`config.mk`:
```
export PLATFORM = sky130hd
export DESIGN_NAME = timer_counter
export DESIGN_NICKNAME = d
export VERILOG_FILES = /design/src/rtl/timer_counter_pkg.sv /design/src/rtl/timer_counter.sv
export SDC_FILE = /design/constraint.sdc
export NUM_CORES = 1
export LEC_CHECK = 0
export CAP_MARGIN = 15
export CORE_MARGIN = 10
export CORE_UTILIZATION = 25
export DETAILED_ROUTE_END_ITERATION = 16
export PLACE_DENSITY = 0.46
export SYNTH_ARGS = -nofsm -noshare
export SYNTH_HDL_FRONTEND = slang
export SYNTH_SLANG_ARGS = --single-unit
```
`constraint.sdc`:
```
create_clock -name clk -period 5.4 [get_ports clk]
set_input_delay 0.81 -clock clk [delete_from_list [all_inputs] [get_ports clk]]
set_output_delay 0.81 -clock clk [all_outputs]
set_load 0.03 [all_outputs]
```
`src/rtl/timer_counter_pkg.sv`:
```
// Shared definitions for the countdown timer: register offsets, the CTRL
// field layout, mode codes and the control FSM state encoding.
package timer_counter_pkg;

  // Word offsets (bus addr[3:2]); offset 3 is reserved and reads as zero.
  localparam logic [1:0] REG_CTRL   = 2'd0;
  localparam logic [1:0] REG_PRESET = 2'd1;
  localparam logic [1:0] REG_COUNT  = 2'd2;

  // Number of implemented CTRL bits; everything above reads as zero.
  localparam int unsigned CTRL_W = 4;

  // Only mode 1 reloads; modes 0, 2 and 3 are all one-shot.
  localparam logic [1:0] MODE_PERIODIC = 2'd1;

  // CTRL layout, LSB last: [3] IM, [2:1] MODE, [0] EN.
  typedef struct packed {
    logic       im;
    logic [1:0] mode;
    logic       en;
  } ctrl_t;

  typedef enum logic [1:0] {
    ST_IDLE = 2'd0,
    ST_LOAD = 2'd1,
    ST_CNT  = 2'd2,
    ST_INT  = 2'd3
  } state_t;

  function automatic logic is_periodic(input ctrl_t c);
    return c.mode == MODE_PERIODIC;
  endfunction

endpackage

```
`src/rtl/timer_counter.sv`:
```
// Memory-mapped 32-bit countdown timer with one-shot and auto-reload modes.
// The CPU programs CTRL and PRESET, reads COUNT back, and receives irq.
module timer_counter
  import timer_counter_pkg::*;
#(
  parameter int unsigned DATA_W  = 32,
  parameter int unsigned RST_CNT = 0
) (
  input  logic              clk,
  input  logic              reset,
  input  logic [1:0]        addr,
  input  logic              we,
  input  logic [DATA_W-1:0] wdata,
  output logic [DATA_W-1:0] rdata,
  output logic              irq
);

  localparam logic [DATA_W-1:0] CNT_ONE = DATA_W'(1);

  state_t            state_q,    state_d;
  ctrl_t             ctrl_q,     ctrl_d;
  logic [DATA_W-1:0] preset_q,   preset_d;
  logic [DATA_W-1:0] count_q,    count_d;
  logic              irq_flag_q, irq_flag_d;
  logic              irq_set;

  // State register: synchronous reset returns every register to its reset value.
  always_ff @(posedge clk) begin
    // NOTE: sequential state uses non-blocking assignments so every register
    // samples the pre-edge values computed by the combinational block.
    if (reset) begin
      state_q    <= ST_IDLE;
      ctrl_q     <= '0;
      preset_q   <= '0;
      count_q    <= DATA_W'(RST_CNT);
      irq_flag_q <= 1'b0;
    end else begin
      state_q    <= state_d;
      ctrl_q     <= ctrl_d;
      preset_q   <= preset_d;
      count_q    <= count_d;
      irq_flag_q <= irq_flag_d;
    end
  end

  // Next state: FSM sequencing first, then CPU writes layered on top so a
  // write to CTRL overrides the FSM's own clearing of EN in the same cycle.
  always_comb begin
    // NOTE: every output of this block is given a hold value up front, so no
    // path through the case/if tree can leave a latch behind.
    state_d    = state_q;
    ctrl_d     = ctrl_q;
    preset_d   = preset_q;
    count_d    = count_q;
    irq_flag_d = irq_flag_q;
    irq_set    = 1'b0;

    case (state_q)
      ST_IDLE: begin
        if (ctrl_q.en) state_d = ST_LOAD;
      end
      ST_LOAD: begin
        count_d = preset_q;
        state_d = ST_CNT;
      end
      ST_CNT: begin
        if (!ctrl_q.en) begin
          state_d = ST_IDLE;
        end else if (count_q <= CNT_ONE) begin
          // PRESET=0 lands here straight after LOAD, behaving like PRESET=1.
          count_d = '0;
          irq_set = 1'b1;
          state_d = ST_INT;
        end else begin
          count_d = count_q - CNT_ONE;
        end
      end
      ST_INT: begin
        if (is_periodic(ctrl_q)) begin
          irq_flag_d = 1'b0;
          state_d    = ST_LOAD;
        end else begin
          ctrl_d.en = 1'b0;
          state_d   = ST_IDLE;
        end
      end
      default: state_d = ST_IDLE;
    endcase

    // Any CPU write to CTRL or PRESET acknowledges a pending interrupt.
    if (we) begin
      case (addr)
        REG_CTRL: begin
          ctrl_d     = ctrl_t'(wdata[CTRL_W-1:0]);
          irq_flag_d = 1'b0;
        end
        REG_PRESET: begin
          preset_d   = wdata;
          irq_flag_d = 1'b0;
        end
        default: ;
      endcase
    end

    // A fresh expiry is never lost to a write landing on the same edge.
    if (irq_set) irq_flag_d = 1'b1;
  end

  // Read mux: combinational from addr; reserved offset reads as zero.
  always_comb begin
    rdata = '0;
    case (addr)
      REG_CTRL:   rdata = {{(DATA_W-CTRL_W){1'b0}}, ctrl_q};
      REG_PRESET: rdata = preset_q;
      REG_COUNT:  rdata = count_q;
      default:    rdata = '0;
    endcase
  end

  assign irq = irq_flag_q & ctrl_q.im;

endmodule

```
; Yosys cells after proc, flatten, opt, wreduce, memory -nomap -nowiden
; Index checks and enable logic that the tools add are counted.
[word_totals]
register_bits = 71
out_inout_bits = 33
word_cells = 48
[op_classes]
n_addsub = 1
order_cmp = 1
n_eq_ne = 9
muxes = 21
bitwise_logic = 1
n_reduce_logical = 8
[ops]
columns = operator, count
row1 = 32-bit case mux with 3 select lines, 1
row2 = 32-bit two-way mux, 2
row3 = 32-bit case mux with 2 select lines, 1
row4 = 32-bit by 1-bit <= comparator with 1-bit output (second input constant), 1
row5 = 32-bit by 1-bit subtractor with 32-bit output (second input constant), 1
row6 = 1-bit two-way mux, 13
row7 = 2-bit case mux with 4 select lines, 1
row8 = 2-bit AND reduction, 4
row9 = 2-bit by 1-bit equality test with 1-bit output (second input constant), 3
row10 = 2-bit equality test (second input constant), 3
row11 = 2-bit two-way mux, 3
row12 = 2-bit logical NOT, 2
row13 = 2-bit != test (second input constant), 2
row14 = 3-bit != test (second input constant), 1
row15 = 2-bit nonzero test, 1
row16 = 2-bit OR reduction, 1
row17 = 1-bit bitwise AND, 1

; Longest topological paths before layout
; Gate-level depths: netlist (run 1).
[logic_depth]
word_depth = 6
mapped_depth = 8
depth_no_buf = 7

; Worst setup path after synthesis (run 1)
; OpenSTA, ideal clock, no wires.
[synth_path]
kind = input -> output
start = input addr[1]
end = output rdata[10]
t_arrival_ps = 2152
path_slack_ps = 2438
stages = 5
n_path_buf = 3
cell_sequence = clkbuf_1 -> nor2b_1 -> clkbuf_1 -> buf_1 -> a22o_1
[synth_via]
elab_chain_cells = 2
[synth_rtl]
columns = item, line_no
row1 = from (decl), timer_counter.sv:11  ; input logic [1:0] addr,
row2 = 2-bit equality test (tied with other cells), timer_counter.sv:112  ; case (addr)
row3 = 32-bit case mux with 3 select lines *, timer_counter.sv:112
row4 = to (decl), timer_counter.sv:14  ; output logic [DATA_W-1:0] rdata,
; Every way passes the cells marked *; elsewhere a longest branch is shown, timed or not.

; Final worst setup path (run 1)
[layout_path]
start = input addr[0]
end = output rdata[21]
; Same word-level chain as after synthesis.

==> results of run 1 <==
==> power groups by stage <==
stage / combinational (mW) / clock (mW) / sequential [mW]
floorplan: 0.143 / 0 / 0.558
global placement: 0.211 / 0 / 0.570
detailed placement: 0.213 / 0 / 0.570
CTS: 0.214 / 0.702 / 0.558
global route: 0.236 / 0.722 / 0.561
finish: 0.214 / 0.686 / 0.559
==> logic make-up (layout without fill, tap and decap cells) <==
| logic type | after synthesis | in the layout |
|---|---|---|
| buffers and inverters | 58 | 98 |
| flip-flops | 71 | 71 |
| multiplexers | 10 | 10 |
| AND/OR/NAND/NOR | 206 | 206 |
| XOR/XNOR | 5 | 5 |
| adder cells (fa/ha/maj) | 2 | 2 |
| AO/OA/AOI/OAI | 203 | 203 |
==> worst min-delay path by stage <==
stage                      from     endpoint  slack (ns)  cells after the start
finish              preset_q[4]  preset_q[4]        0.47                      2
global route        preset_q[2]  preset_q[2]        0.49                      2
CTS                  irq_flag_q   irq_flag_q        0.47                      2
detailed placement   irq_flag_q   irq_flag_q        0.46                      2
global placement     irq_flag_q   irq_flag_q        0.45                      2
floorplan            irq_flag_q   irq_flag_q        0.44                      2
==> cell usage after synthesis (3+ instances only) <==
master     n  area [um2]
a211o_1    4        35.0
a211oi_1  22         165
a21o_1     4        30.0
a21oi_1   69         345
a221oi_1   6        52.6
a22o_1    28         245
a31oi_1    3        18.8
buf_1      3        11.3
buf_2      5        25.0
clkbuf_1  39         146
dfxtp_1   71        1420
inv_1      7        26.3
mux2i_1    9        90.1
nand2_1   97         364
nand2b_1   5        31.3
nand3_1    9        45.0
nand4_1    4        25.0
nor2_1    39         146
nor2b_1    5        31.3
nor3_1     7        35.0
nor4_1    12        75.1
o21ai_0   44         220
o31a_1     5        43.8
o31ai_1    3        22.5
o41ai_1    4        35.0
or2_2      3        18.8
or4_1      3        22.5
xor2_1     3        26.3
==> layout by cell type, fill, tap and decap left out, drive strengths merged, types with 2 or more instances in the layout <==
cell,synthesis,final
a211o,4,4
a211oi,22,22
a21o,4,4
a21oi,69,69
a221oi,6,6
a22o,28,28
a31oi,3,3
and2,2,2
buf,11,8
bufinv,0,3
clkbuf,40,9
clkdlybuf4s50,0,68
clkinvlp,0,2
dfxtp,71,71
ha,2,2
inv,7,7
mux2i,9,9
nand2,97,97
nand2b,5,5
nand3,10,10
nand4,6,6
nand4b,2,2
nor2,39,39
nor2b,5,5
nor3,8,8
nor4,15,15
o21ai,45,45
o31a,5,5
o31ai,4,4
o41ai,4,4
or2,3,3
or3,3,3
or3b,2,2
or4,4,4
xnor2,2,2
xor2,3,3
==> sequential cells by signal, summed over array words and instances, names as in the netlist <==
register    flops
state_q         2
preset_q       32
count_q        32
ctrl_q          4
irq_flag_q      1
==> metrics by stage <==
step            util  cells  power (mW)  cell area, um2
2_1_floorplan      -    555       0.701            4160
3_3_place_gp   0.302    800       0.781            4970
3_5_place_dp   0.302    800       0.783            4970
4_1_cts        0.322    815        1.47            5300
5_1_grt        0.322    815        1.52            5300
6_report       0.322    815        1.46            5300
==> cell type report <==
class                           instances  area (um2)
Clock buffer                            9         225
Tap cell                              220         275
Multi-Input combinational cell        426        2500
Timing Repair Buffer                   76         738
Inverter                                7        26.3
Sequential cell                        71        1420
Clock inverter                          6         110
Fill cell                            1796       11200
==> metal layers <==
metal | vias up | routed length, um
met5 | - | 0
met4 | 0 | 473
met3 | 33 | 812
met2 | 141 | 6830
met1 | 2071 | 7150
li1 | 2100 | -
==> critical path, cell delays in order <==
cell             delay (ns)
clkdlybuf4s50_1        0.64
inv_1                  0.14
nor2_2                 0.56
buf_4                  0.37
a22o_1                 0.21
clkdlybuf4s50_1        0.69
==> summary.md, run 1 <==
| Metric | Value |
|---|---|
| Status | `completed` |
| Grt met3 use | `0.0316` |
| Vias in the first global route | `about 4300` |
| Die area | `22200 um2` |
| Setup Fix Bufs, Post-CTS | `0` |
| Synthesized area | `around 4200 um2` |
| Hold_ws | `~0.47 ns` |
| Clk slew on worst S/H paths | `~0.060 ns` |
| Final WL | `~15000 um` |
| Register bit count reported by yosys | `71` |
| CTS sink count | `71` |
| Seq/Total Area, Yosys | `0.341` |
| Final-report hold violation count | `0` |
| Logic pwr share | `0.147` |
| Row count | `47` |
| Post-Synth Adder-Cell Area | `0.00601` |
| Worst-Margin Slew | `approximately 1.1 ns` |
| GP Congestion | `between 0.8 and 0.9` |
| Layout cells sized above 1 | `0.0723` |
| Post-Synth XOR/XNOR Area | `0.0105` |
| H-Tree Depth | `3` |
| Overflow after GRT | `0` |
| Syn Inst Count | `roughly 560` |
| Final min period | `4.23 ns` |
| Met1 usage | `0.176` |
| Peak supply drop | `between 0.0001 and 0.00015 V` |
| F_max | `approximately 240 MHz` |
| Kind of critical path | `in -> out` |
| DR WL/cell | `approximately 19 um` |
| Syn_area_per_cell | `approximately 7.5 um2` |
| Crit path max fanout | `19` |
| Met2 Use GR | `0.209` |
| Async S/R FF share, synth | `0` |
| Syn. warnings | `0` |
| Resize count post-CTS | `0` |
| Compound-gate portion of the synthesized area | `0.315` |
| Post-synthesis simple-gate area fraction | `0.244` |
| GR peak layer | `met2` |
| Critical path capture point type | `output port` |
| Place WS | `between 1 and 1.5 ns` |
| Part of the cycle the worst path needs | `0.783` |
| Post-synth cell types | `61` |
| Fraction of power consumed by sequential logic | `0.383` |
| Switching power | `0.388 mW` |
| Main combinational cell family by area after synthesis | `compound AO/OA/AOI/OAI gates` |
| Post-route DRC | `0` |
| Detailed router's first-iteration violation count | `463` |
| R2R Path End | `count_q[1]` |
| Clock Skew | `approximately 0.006 ns` |
| Syn-to-layout area delta | `27.4%` |
| Total CTS buffers | `9` |
| Initial Util | `0.253` |
| Clk buf depth | `2` |
| Critical Path RT | `around 4.6 ns` |
| Clock Latency Late Sink | `about 0.35 ns` |
| Nets | `630` |
| Chip Height | `149 um` |
| CTS tree | `built` |
| # diodes | `0` |
| Post-route ant nets | `0` |
| Gr usage total | `0.137` |
| DP Wirelength | `10800 um` |
| Post-synth EDFFs | `0` |
| Worst reg2reg path depth | `5` |
| Worst flop-to-flop path startpoint | `count_q[16]` |
| Pins over their slew limit | `0` |
| Pin count of the biggest net entering global routing | `47` |
| Initial antenna violation count | `0` |
| Post-synthesis mux area share | `0.0243` |
| Chip Width | `~150 um` |
| Port bufs | `69` |
| Synthesized Nets | `approximately 590` |
| Relative slew slack | `0.255` |
| Pleak | `1.84 nW` |
| Worst setup path end | `rdata[21]` |
| CP arrival | `approximately 3.4 ns` |
| Clk pwr share | `0.470` |
| Number of max-cap violations | `0` |
| DRT Pass-1 Iters | `5` |
| Vias | `4345` |
| Final setup violating endpoints | `0` |
| CP startpoint | `addr[0]` |
| Core area | `approximately 16000 um2` |
| Clock root cell | `clkbuf_16` |
| Int Pwr | `around 1.1 mW` |
| Post-route setup TNS | `0 ns` |
| DR vias/cell | `around 5.3` |
| Io pins | `70` |
| Power Density | `~280 nW/um2` |
| Startpoint Class | `primary input` |
| Min-Delay Path Class | `reg -> reg` |
| Hold Buf Count CTS | `0` |
| Unrepaired setup endpoints after global routing | `no` |
| Switching part of the total | `0.266` |
| Top_reg_cell synth | `dfxtp_1` |
| Wire length of the first global-routing pass | `24000 um` |
| Flop2flop setup slack | `around 2.5 ns` |
| Post-route setup slack | `between 1 and 1.5 ns` |
(Power assumes the default switching activity.)
==> run 2, diff against run 1 <==
--- a/config.mk
+++ b/config.mk
@@ -9,7 +9,7 @@
 export CORE_MARGIN = 10
 export CORE_UTILIZATION = 25
 export DETAILED_ROUTE_END_ITERATION = 16
-export PLACE_DENSITY = 0.46
+export PLACE_DENSITY = 0.47
 export SYNTH_ARGS = -nofsm -noshare
 export SYNTH_HDL_FRONTEND = slang
 export SYNTH_SLANG_ARGS = --single-unit
==> constraint.sdc (replaced) <==
create_clock -name clk -period 3.5 [get_ports clk]
set_input_delay 0.525 -clock clk [delete_from_list [all_inputs] [get_ports clk]]
set_output_delay 0.525 -clock clk [all_outputs]
set_load 0.03 [all_outputs]
==> summary.md, run 2 (synthesis gave the netlist of run 1 again) <==
| Metric | Value |
|---|---|
| Critical path capture point type | `output port` |
| Fraction of power consumed by sequential logic | `0.375` |
| Gr usage total | `0.134` |
| Total CTS buffers | `9` |
| Overflow after GRT | `0` |
| Logic pwr share | `0.149` |
| Critical Path RT | `2.97 ns` |
| Switching power | `between 0.6 and 0.7 mW` |
| Relative slew slack | `0.455` |
| CTS sink count | `between 70 and 80` |
| Most common cell after layout, fill and taps aside | `nand2_1` |
| Largest registers | `count_q: 32 flops, preset_q: 32 flops, ctrl_q: 4 flops` |
| Detailed router's first-iteration violation count | `about 330` |
| Post-route setup TNS | `0 ns` |
| Int Pwr | `roughly 1.7 mW` |
| Final min period | `3.08 ns` |
| Hold_ws | `roughly 0.48 ns` |
| GP Congestion | `about 0.85` |
| Syn-to-layout area delta | `30.7%` |
| Clock Skew | `0.00600 ns` |
| Io pins | `70` |
| Layout Cells excl Fill | `824` |
| DR WL/cell | `approximately 18 um` |
| Final WL | `14900 um` |
| Row count | `47` |
| Vias in the first global route | `between 4000 and 5000` |
| Clk slew on worst S/H paths | `roughly 0.06 ns` |
| Clk buf depth | `2` |
| Final-report hold violation count | `0` |
| H-Tree Depth | `3` |
| Chip Height | `about 150 um` |
| Switching part of the total | `0.268` |
| Unrepaired setup endpoints after global routing | `no` |
| Clock root cell | `clkbuf_16` |
| Number of max-cap violations | `0` |
| Pleak | `1.95 nW` |
| CP arrival | `roughly 2.6 ns` |
| DR vias/cell | `5.24` |
| # diodes | `0` |
| Min-Delay Path Class | `reg -> reg` |
| Startpoint Class | `primary input` |
| Power Density | `422 nW/um2` |
| Nets | `around 640` |
| CTS tree | `built` |
| Pins over their slew limit | `0` |
| Clock Latency Late Sink | `about 0.35 ns` |
| Initial antenna violation count | `0` |
| Die area | `approximately 22000 um2` |
| Commonest non-fill, non-tap cells in the layout | `nand2_1, dfxtp_1, a21oi_1` |
| DRT Pass-1 Iters | `4` |
| Total power | `about 2.3 mW` |
| Pin count of the biggest net entering global routing | `47` |
| Critical Path Max Stage Delay | `0.68 ns` |
| Wire length of the first global-routing pass | `23800 um` |
| Fillcell total | `between 1500 and 2000` |
| DP Wirelength | `10700 um` |
| Setup Fix Bufs, Post-CTS | `0` |
| Part of the cycle the worst path needs | `0.880` |
| Post-route ant nets | `0` |
| Slowest CP cell | `clkdlybuf4s50_1` |
| Final setup violating endpoints | `0` |
| Worst-Margin Slew | `~0.81 ns` |
| Clk pwr share | `0.476` |
| Resize count post-CTS | `0` |
| Crit path max fanout | `17` |
| Port bufs | `between 60 and 70` |
| Post-route DRC | `0` |
| Initial Util | `0.253` |
| Chip Width | `149 um` |
| Vias | `about 4300` |
| Status | `completed` |
| Layout cells sized above 1 | `0.113` |
| Core area | `around 16000 um2` |
| Worst path cell trace | `clkdlybuf4s50_1, nor2b_2, buf_4, a22o_1, clkdlybuf4s50_1` |
| F_max | `325 MHz` |
| Peak supply drop | `about 0.00022 V` |
| Kind of critical path | `in -> out` |
| Dpl cells | `between 800 and 900` |
| Hold Buf Count CTS | `0` |
| Cell repeated most along the worst path | `clkdlybuf4s50_1` |
-- run 2: stage by stage --
stage               setup WS (ns)  instance area, um2   util
detailed placement          0.426                5090  0.309
floorplan                    1.11                4160      -
CTS                         0.414                5440  0.330
global route                0.283                5440  0.330
global placement            0.469                5090  0.309
finish                      0.420                5440  0.330
-- run 2: final timing paths --
kind / depth (start not counted) / from / end / slack, ns
max: 5 / addr[1] / rdata[19] / 0.42
min reg2reg: 2 / preset_q[5] / preset_q[5] / 0.48
max reg2reg: 6 / count_q[16] / count_q[11] / 0.85
min: 2 / preset_q[5] / preset_q[5] / 0.48
-- run 2: power groups by stage --
stage / Sequential [mW] / Clock (mW) / Combinational [mW]
finish: 0.860 / 1.09 / 0.343
global route: 0.863 / 1.15 / 0.376
CTS: 0.859 / 1.11 / 0.342
detailed placement: 0.878 / 0 / 0.340
global placement: 0.877 / 0 / 0.337
floorplan: 0.861 / 0 / 0.221
-- run 2: worst max-delay path: cells and delay by family --
kind | cells | cell delay [ns]
AOI/OAI and AO/OA | 1 | 0.19
and+or+nand+nor | 1 | 0.20
buffers and inverters | 3 | 1.63
-- run 2: final cells by class --
type / count / area, um2 / share of cell area
Clock inverter: 7 / 128 / 0.0235
Timing Repair Buffer: 84 / 858 / 0.158
Multi-Input combinational cell: 426 / 2500 / 0.461
Inverter: 7 / 26.3 / 0.00483
Tap cell: 220 / 275 / 0.0506
Sequential cell: 71 / 1420 / 0.261
Clock buffer: 9 / 225 / 0.0414
-- run 2: metal layers --
layer	routed length, um	share of wire	vias up	track usage
li1	-	-	2118	-
met4	238	0.016	0	0.0451
met3	856	0.057	15	0.0358
met1	6960	0.47	2051	0.174
met5	0	0	-	0
met2	6870	0.46	130	0.211
==> patch: new RTL, settings of run 2 <==
Add an input register stage for `addr`, `we` and `wdata`, cleared by the reset; this delays them by one clock. Comments in the files are not updated.
--- a/src/rtl/timer_counter.sv
+++ b/src/rtl/timer_counter.sv
@@ -18,2 +18,18 @@
   localparam logic [DATA_W-1:0] CNT_ONE = DATA_W'(1);
+
+  logic [1:0] addr_q;
+  logic we_q;
+  logic [DATA_W-1:0] wdata_q;
+
+  always_ff @(posedge clk) begin
+    if (reset) begin
+      addr_q  <= '0;
+      we_q    <= '0;
+      wdata_q <= '0;
+    end else begin
+      addr_q  <= addr;
+      we_q    <= we;
+      wdata_q <= wdata;
+    end
+  end
 
@@ -90,6 +106,6 @@
     // Any CPU write to CTRL or PRESET acknowledges a pending interrupt.
-    if (we) begin
-      case (addr)
+    if (we_q) begin
+      case (addr_q)
         REG_CTRL: begin
-          ctrl_d     = ctrl_t'(wdata[CTRL_W-1:0]);
+          ctrl_d     = ctrl_t'(wdata_q[CTRL_W-1:0]);
           irq_flag_d = 1'b0;
@@ -97,3 +113,3 @@
         REG_PRESET: begin
-          preset_d   = wdata;
+          preset_d   = wdata_q;
           irq_flag_d = 1'b0;
@@ -111,3 +127,3 @@
     rdata = '0;
-    case (addr)
+    case (addr_q)
       REG_CTRL:   rdata = {{(DATA_W-CTRL_W){1'b0}}, ctrl_q};
Behaviour: not the same (Yosys sat finds a counterexample within 4 cycles, from zero or initial values and one cycle with reset high).
==> patch against run 2 <==
Wire length increased by 3.9%. Sequential cell count increased by 35. Cell count increased by 12%. Power increased by 14%. Sequential power increased by 47%. Cell area increased by 13%. Worst setup slack improved by 0.12 ns. Via count increased by 8.4%. Synthesized area increased by 19%.
==> patch: results (changes against run 2) <==
[critical_path]
r2r-start=count_q[14]
endpoint=rdata[1]
cp-startpoint=addr_q[0]
cp_max_fo=32  ; +15
timing.rr.end=count_q[30]
rrSetupSlack_ns=0.56  ; -0.29 ns
reg2reg_depth=5  ; -1
cp.arrival_ns=2.43  ; -0.12 ns

[drt]
routed_wl_microns=15500  ; +3.9%
top_layer_used=met4
wl_met2_microns=7530  ; +9.5%
wirelength_met1_microns=6980  ; +0.26%
drt_iter0_drc=379  ; +16%
wl_met3_microns=763  ; -11%
routedWlPerCell_microns=16.8  ; -7.4%
vias=4676  ; +8.4%
dr.pass1.iters=5  ; +1

[pwr]
clkPwrFrac_pct=40.2  ; -7.4 points
swShare_pct=26.6  ; -0.25 points
irDropWorstVdd_mv=0.259  ; +17%
p_seq_uw=1260  ; +47%
p_leak_uw=0.00209  ; +7.2%

[yosys]
yosys-top-cells-area=dfxtp_1 (43%), nand2_1 (7.0%), a21oi_1 (5.3%)
yosysSeqAreaShare_pct=42.7  ; +8.5 points
ys_top_cells_by_count=dfxtp_1 (106), nand2_1 (93), a21oi_1 (53), clkbuf_1 (47), o21ai_0 (42)
ys_async_sr_fraction_pct=0  ; unchanged
synth_nets=657  ; +11%
synth_cells=618  ; +11%
synth_cell_types=45  ; -26%

[global_route]
grt.met1_usage_pct=14.7  ; -2.7 points
antenna_found_initial=0  ; unchanged
track_usage_pct=12.0  ; -1.5 points
grt_pass1_wl_microns=25300  ; +6.2%
gr-usage-met3_pct=2.80  ; -0.78 points
grt_pass1_vias=4799  ; +11%
grt_use_met2_pct=20.0  ; -1.1 points
grt_max_degree=49  ; +4.3%

[finish]
drive_gt1_share_pct=5.61  ; -5.7 points
utilization_pct=31.6  ; -1.5 points
diodes=0  ; unchanged
nets=694  ; +8.8%
n_fill_cell=2123  ; +20%
reg.largest.list=count_q: 32 flops, preset_q: 32 flops, wdata_q: 32 flops

[place]
dp.cells=909  ; +13%
place_area_sq_um=5860  ; +15%
gp_congestion=0.837  ; -1.8%
dpl.hpwl_microns=10600  ; -1.1%
port_buffers=69  ; unchanged

[worst_hold_path]
worstHoldStart=wdata_q[27]
hold_path_class=register to register
hold_path_end=preset_q[27]

[clock_network]
clk_pin_slew_ns=0.08  ; +0.02 ns
cts_root_buffer=clkbuf_16
cts.htree.levels=3  ; unchanged
cts_post_setup_buffers_inserted=0  ; unchanged

[status]
outcome=completed

[sta]
maxSlewHeadroom_pct=25.8  ; -20 points
whs_ns=0.432  ; -0.0473 ns
skew_ns=0.00862  ; +0.00262 ns

## patch: worst max-delay path, stage by stage, from the launching register on
cell,delay (ns)
dfxtp_1,0.46
inv_1,0.13
nor2_2,0.12
buf_4,0.39
nand2_1,0.09
o21ai_0,0.14
clkdlybuf4s50_1,0.74
## patch: cells by family after synthesis
| family | synth area share (%) |
|---|---|
| simple gates | 24.8 |
| compound gates | 24.4 |
| flops | 42.7 |
| buf+inv | 5.36 |
| mux | 1.41 |
| xor+xnor | 0.881 |
| fa+ha+maj | 0.503 |
## patch: metrics by stage
stage	power, uW	setup WS, ns
after floorplan	1490	0.868
after global placement	1580	0.678
after detailed placement	1590	0.652
after CTS	2640	0.533
after global routing	2720	0.378
final	2610	0.544
## patch: area by class of cell
class                           instances  share of cell area, %
Clock inverter                          7                   1.26
Clock buffer                            9                   3.66
Multi-Input combinational cell        448                   42.0
Sequential cell                       106                   34.4
Inverter                               11                  0.670
Tap cell                              265                   5.38
Timing Repair Buffer                   79                   12.6
